File: src/rtl/cardinal_nic.sv
// Network interface between a PE and one router port: a one-entry eject buffer
// and a one-entry inject buffer, reached by the PE through a 2-bit register map.
module cardinal_nic #(
  parameter int PACKET_SIZE = 64
) (
  input  logic                   clk,
  input  logic                   reset,
  input  logic [1:0]             addr,
  input  logic [PACKET_SIZE-1:0] d_in,
  output logic [PACKET_SIZE-1:0] d_out,
  input  logic                   nicEn,
  input  logic                   nicEnWr,
  input  logic                   net_si,
  output logic                   net_ri,
  input  logic [PACKET_SIZE-1:0] net_di,
  output logic                   net_so,
  input  logic                   net_ro,
  output logic [PACKET_SIZE-1:0] net_do,
  input  logic                   net_polarity
);

  localparam logic [1:0] ADDR_IN_BUF     = 2'b00;
  localparam logic [1:0] ADDR_IN_STATUS  = 2'b01;
  localparam logic [1:0] ADDR_OUT_BUF    = 2'b10;
  localparam logic [1:0] ADDR_OUT_STATUS = 2'b11;

  logic [PACKET_SIZE-1:0] in_buf_q, in_buf_d;
  logic                   in_full_q, in_full_d;
  logic [PACKET_SIZE-1:0] out_buf_q, out_buf_d;
  logic                   out_full_q, out_full_d;

  logic rd_en, wr_en;
  logic eject_take, in_pop, out_push;

  // Handshakes: a packet moves across a channel on a posedge where its valid
  // and ready are both high; neither side may retract valid data on its own.
  assign rd_en      = nicEn & ~nicEnWr;
  assign wr_en      = nicEn & nicEnWr;
  assign net_ri     = reset & ~in_full_q;
  assign eject_take = net_si & net_ri;
  assign in_pop     = rd_en & (addr == ADDR_IN_BUF) & in_full_q;
  assign out_push   = wr_en & (addr == ADDR_OUT_BUF) & ~out_full_q;

  // The VC bit must match the ring polarity of the current cycle to inject.
  assign net_so = reset & out_full_q & net_ro
                  & (out_buf_q[PACKET_SIZE-1] == net_polarity);
  assign net_do = out_full_q ? out_buf_q : '0;

  always_comb begin
    in_buf_d   = in_buf_q;
    in_full_d  = in_full_q;
    out_buf_d  = out_buf_q;
    out_full_d = out_full_q;
    if (eject_take) begin
      in_buf_d  = net_di;
      in_full_d = 1'b1;
    end else if (in_pop) begin
      in_full_d = 1'b0;
    end
    // A write landing while the buffer is still full is dropped, even if the
    // packet leaves on this same edge.
    if (net_so) begin
      out_full_d = 1'b0;
    end else if (out_push) begin
      out_buf_d  = d_in;
      out_full_d = 1'b1;
    end
  end

  always_comb begin
    d_out = '0;
    if (reset && rd_en) begin
      case (addr)
        ADDR_IN_BUF:     d_out = in_buf_q;
        ADDR_IN_STATUS:  d_out = {{(PACKET_SIZE-1){1'b0}}, in_full_q};
        ADDR_OUT_BUF:    d_out = out_buf_q;
        ADDR_OUT_STATUS: d_out = {{(PACKET_SIZE-1){1'b0}}, out_full_q};
        default:         d_out = '0;
      endcase
    end
  end

  always_ff @(posedge clk or negedge reset) begin
    if (!reset) begin
      in_buf_q   <= '0;
      in_full_q  <= 1'b0;
      out_buf_q  <= '0;
      out_full_q <= 1'b0;
    end else begin
      in_buf_q   <= in_buf_d;
      in_full_q  <= in_full_d;
      out_buf_q  <= out_buf_d;
      out_full_q <= out_full_d;
    end
  end

endmodule

File: config.mk
export PLATFORM = sky130hd
export DESIGN_NAME = cardinal_nic
export DESIGN_NICKNAME = d
export VERILOG_FILES = /design/src/rtl/cardinal_nic.sv
export SDC_FILE = /design/constraint.sdc
export NUM_CORES = 1
export LEC_CHECK = 0
export CORE_ASPECT_RATIO = 0.9
export CORE_MARGIN = 2
export CORE_UTILIZATION = 46
export DETAILED_ROUTE_END_ITERATION = 7
export PLACE_DENSITY = 0.92
export SLEW_MARGIN = 10
export SYNTH_ARGS = -nofsm -noshare
export SYNTH_HDL_FRONTEND = slang
export SYNTH_SLANG_ARGS = --single-unit
File: constraint.sdc
create_clock -name clk -period 2.85 [get_ports clk]
set_input_delay 0.4275 -clock clk [delete_from_list [all_inputs] [get_ports clk]]
set_output_delay 0.4275 -clock clk [all_outputs]
set_load 0.01 [all_outputs]
Word level (Yosys, flattened, before mapping)
Index checks and enable logic that the tools add are counted.
W data, S select, Z words.
{ "word_totals": {"reg_bits": 130, "latch_bits": 0, "ramBits": 0, "romBits": 0, "input_bits": 137, "out_inout_bits": 130, "elab_cells": 35, "n_memories": 0} }
{ "op_classes": {"add_sub_neg": 0, "n_mul": 0, "n_div": 0, "n_lt_le_gt_ge": 0, "n_eq_ne": 4, "n_shift": 0, "n_mux": 7, "bitwise": 15, "reduce_logical": 5} }
{ "ops": {"columns": ["op", "n"], "rows": [
  ["$pmux W64 S4", 1],
  ["$mux W64", 2],
  ["$and A1 B1 Y1", 11],
  ["$eq A2 B2 Y1 const B", 2],
  ["$mux W1", 4],
  ["$not A1 Y1", 4],
  ["$reduce_bool A2 Y1", 2],
  ["$eq A2 B1 Y1 const B", 1],
  ["$logic_not A2 Y1", 1],
  ["$reduce_and A2 Y1", 1],
  ["$eq A1 B1 Y1", 1],
  ["$logic_and A1 B1 Y1", 1]
]} }

Logic depth before layout (Yosys ltp)
{ "depth": {"word_depth": 6, "mapped_depth": 5, "ltp_nobuf": 3} }

Worst setup path before layout
OpenSTA, ideal clock, no wires.
{ "synth_timing": {"path_type": "input to output", "startpoint": "input reset", "endpoint": "output d_out[10]", "t_arrival_ns": 1.173, "t_required_ns": 2.423, "setup_slack_ns": 1.250, "path_stages": 5, "n_path_buf": 2, "path_cell_list": "nor2b_1 > nand3b_1 > buf_2 > clkbuf_1 > nor2_1"} }
{ "synth_between": {"elab_chain_len": 2} }
{ "synth_lines": {"columns": ["item", "line_no", "rtl"], "rows": [
  ["start, declared", "7", "input logic reset,"],
  ["$logic_and A1 B1 Y1", "72", "if (reset && rd_en) begin"],
  ["$mux W64", "72", null],
  ["end, declared", "10", "output logic [PACKET_SIZE-1:0] d_out,"]
]} }
No other way between the ends.

Final worst setup path
{ "layout_timing": {"startpoint": "input nicEnWr", "endpoint": "output d_out[37]"} }
{ "layout_between": {"elab_chain_len": 4} }
{ "layout_lines": {"columns": ["item", "line_no", "rtl"], "rows": [
  ["start, declared", "12", "input logic nicEnWr,"],
  ["$not A1 Y1", "37", "assign rd_en = nicEn & ~nicEnWr;"],
  ["$and A1 B1 Y1", "37", null],
  ["$logic_and A1 B1 Y1", "72", null],
  ["$mux W64", "72", null]
]} }
No other way between the ends.

==> flow_summary.toml <==
[die]
die_width_um = 127.5
io_pins = 267
initial_standard_cell_utilization_of_the_core_pct = 47.24
placeableCoreArea_sq_um = 13360
rows = 40
fp.dieArea_sq_um = 14680
die-height_um = 115.1

[global_routing]
initial_antenna_violation_count = 0
maximum_number_of_pins_on_one_net_before_global_route_repair = 77
wire_length_of_the_first_global_routing_pass_mm = 27.31
grt_pass1_vias = 5182
grtUsageTotal_pct = 24.48
grt_remaining_overflow = 0

[clock_network]
clockBufferDepth = 2
htree_num_levels = 4
cts_post_setup_buffers_inserted = 0
root_buffer_cell = "clkbuf_16"
worst_setup_hold_path_clk_slew_ns = 0.06
clock-sinks = 130
tritoncts = "built"
cts-buffers-inserted = 17
clk_latency_ns = 0.42

[layout]
nets = 900
flow.area_growth_from_synthesis_pct = 54.21
final_core_utilization_pct = 72.85
stdcell_count = 944
insertedDiodeCount = 0
drive_gt1_share_pct = 16.37
finish.instance_area_sq_um = 9734

[timing]
finalSetupViolations = 0
setup_tns_ns = 0
timing_worst_slew_pin_value_ns = 0.9409
timing.max_slew.rel_slack_pct = 37.27
worst_hold_margin_ns = 0.1420
finalHoldViolations = 0
fin_worst_skew_ns = 0.01525
layout_min_cycle_time_ns = 2.653
layout_worst_path_cycle_share_pct = 93.08
grt_setup_unrepaired = "no"
final_max_slew_viol_count = 0
clock.fmax_mhz = 377.0
fin_ws_ns = 0.1971

[synth]
post_synth_main_area_contributors = "dfrtp_1 52%, mux2_2 14%, mux2i_1 10%"
synth.lib_cells_used.distinct = 23
yosys_register_bits = 130
synthCells = 498
yosysWarnings = 0
post-synth-top-area-fraction_pct = 51.54
post-synth-top-area-cell = "dfrtp_1"
synth_nets = 635
avgSynthCellArea_sq_um = 12.68
synth_area_sq_um = 6312
seq_area_frac_synth_pct = 51.54

[route]
drt-vias-per-instance = 5.189
antenna_left = 0
drt_wl_total_mm = 18.00
drc = 0
wl_per_cell_um = 19.07
routed-via-count = 4898
first_iter_violations = 264
first_pass_iters = 4

[worst_setup_path]
worstReg2RegStart = "out_full_q"
crit-reg2reg-capture = "out_buf_q[43]"
timing.critical_path.from_type = "primary input"
crit_required_ns = 2.42
worstSetupPathType = "primary input to primary output"
timing.reg2reg.worst_path_depth = 4
setup.worst_path.end_class = "primary output"
ff2ff_setup_slack_ns = 0.92
crit_path_max_fanout = 30
worst_ep_arrival_ns = 2.23

[pwr]
maximum_vdd_ir_drop_mv = 0.6638
power_per_cell_area_nw_per_um2 = 914.5
design_power_total_mw = 8.902
power_leakage_nw = 4.178

[place]
portBuffers = 266
dpl.cell_count = 911
detailed_place.area_sq_um = 9089
dp.final_hpwl_mm = 12.59
routabilityCongestion = 0.8396
place_worst_setup_slack_ns = 0.2014

[run_status]
run_status = "complete, no violations"

[flow_run]
maxCapViolCount = 0

[hold_path]
hold_class = "primary input to async pin"
## where the power goes
| group | total, mW | leakage, nW | switching [mW] | internal [mW] |
|---|---|---|---|---|
| registers | 3.38 | 1.56 | 0.609 | 2.77 |
| clock network | 2.34 | 0.308 | 0.767 | 1.57 |
| logic | 3.18 | 2.31 | 1.23 | 1.96 |
## cell type report
cell class | count | area [sq um]
repair buffers | 280 | 2790
fillers | 863 | 3628
clock inverters | 10 | 181.4
well taps | 168 | 210.2
multi-input cells | 332 | 2836
clock buffers | 22 | 454.2
inverters | 2 | 7.507
flip-flops and latches | 130 | 3254
## registers in the layout (all words and copies together) (netlist names)
| register | cells |
|---|---|
| in_buf_q | 64 |
| out_buf_q | 64 |
| out_full_q | 1 |
| in_full_q | 1 |
## worst max path at each step
stage               slack [ns]         to  startpoint  depth (start not counted)
floorplan                 1.25  d_out[10]       reset                          5
global placement          0.22  d_out[37]     nicEnWr                          6
detailed placement        0.20  d_out[28]     nicEnWr                          6
CTS                       0.20  d_out[37]     nicEnWr                          6
global route              0.09  d_out[28]     nicEnWr                          6
finish                    0.20  d_out[37]     nicEnWr                          6
## placed cells by master (no fill, tap or decap)
cell and n:
nor2_1 64, nand4b_4 1, clkbuf_16 17, bufinv_16 5, buf_12 2, clkinv_2 3
mux2_2 78, nand3b_1 1, clkinvlp_4 1, dfrtp_2 1, and3_1 1, clkdlybuf4s50_1 264
buf_4 13, dfrtp_1 129, a21oi_1 1, inv_1 2, nor2_4 1, mux2_1 50
nor2b_2 1, and2_1 64, mux2i_1 63, mux4_2 1, nand2_1 1, o41ai_1 1
nand2_2 1, clkbuf_8 1, nor2b_1 1, clkbuf_1 4, nand3_1 1, xor2_1 1
clkinv_4 1, dlygate4sd3_1 1
## cell usage after synthesis, drive strengths merged
cell and instances:
nand3 1, o41ai 1, nand3b 1, buf 21
dfrtp 130, mux2 128, nand4b 1, nor2 65
mux2i 63, nor2b 2, mux4 1, and3 1
and2 64, nand2 2, clkbuf 13, xor2 1
a21oi 1, inv 2
## cells by family (layout without fill, tap and decap cells)
| logic type | count (synthesis) | after routing | synth area share, % |
|---|---|---|---|
| and+or+nand+nor | 137 | 137 | 11.36 |
| xor gates and xnor gates | 1 | 1 | 0.1388 |
| AOI/OAI and AO/OA | 2 | 2 | 0.2180 |
| DFF | 130 | 130 | 51.54 |
| muxes | 192 | 192 | 33.18 |
| buffers and inverters | 36 | 314 | 3.568 |
## critical path, stage by stage
cell and delay, ns:
clkdlybuf4s50_1 0.48, nor2b_1 0.16, nand3b_1 0.10, buf_4 0.27
nor2_1 0.19, clkdlybuf4s50_1 0.57
## layer usage
metal	track usage, %	vias up	part of all wire (%)
li1	-	2224	-
met1	28.20	2420	39
met2	41.93	221	50
met3	7.585	33	7.5
met4	11.72	0	2.7
met5	0	-	0
## what timing repair did
| action | CTS | global route |
|---|---|---|
| resized for setup | 0 | 0 |
| hold buffers | 1 | 0 |
| endpoints found under the hold margin | 11 | 0 |
No activity file was read; power rests on OpenSTA's default activity.
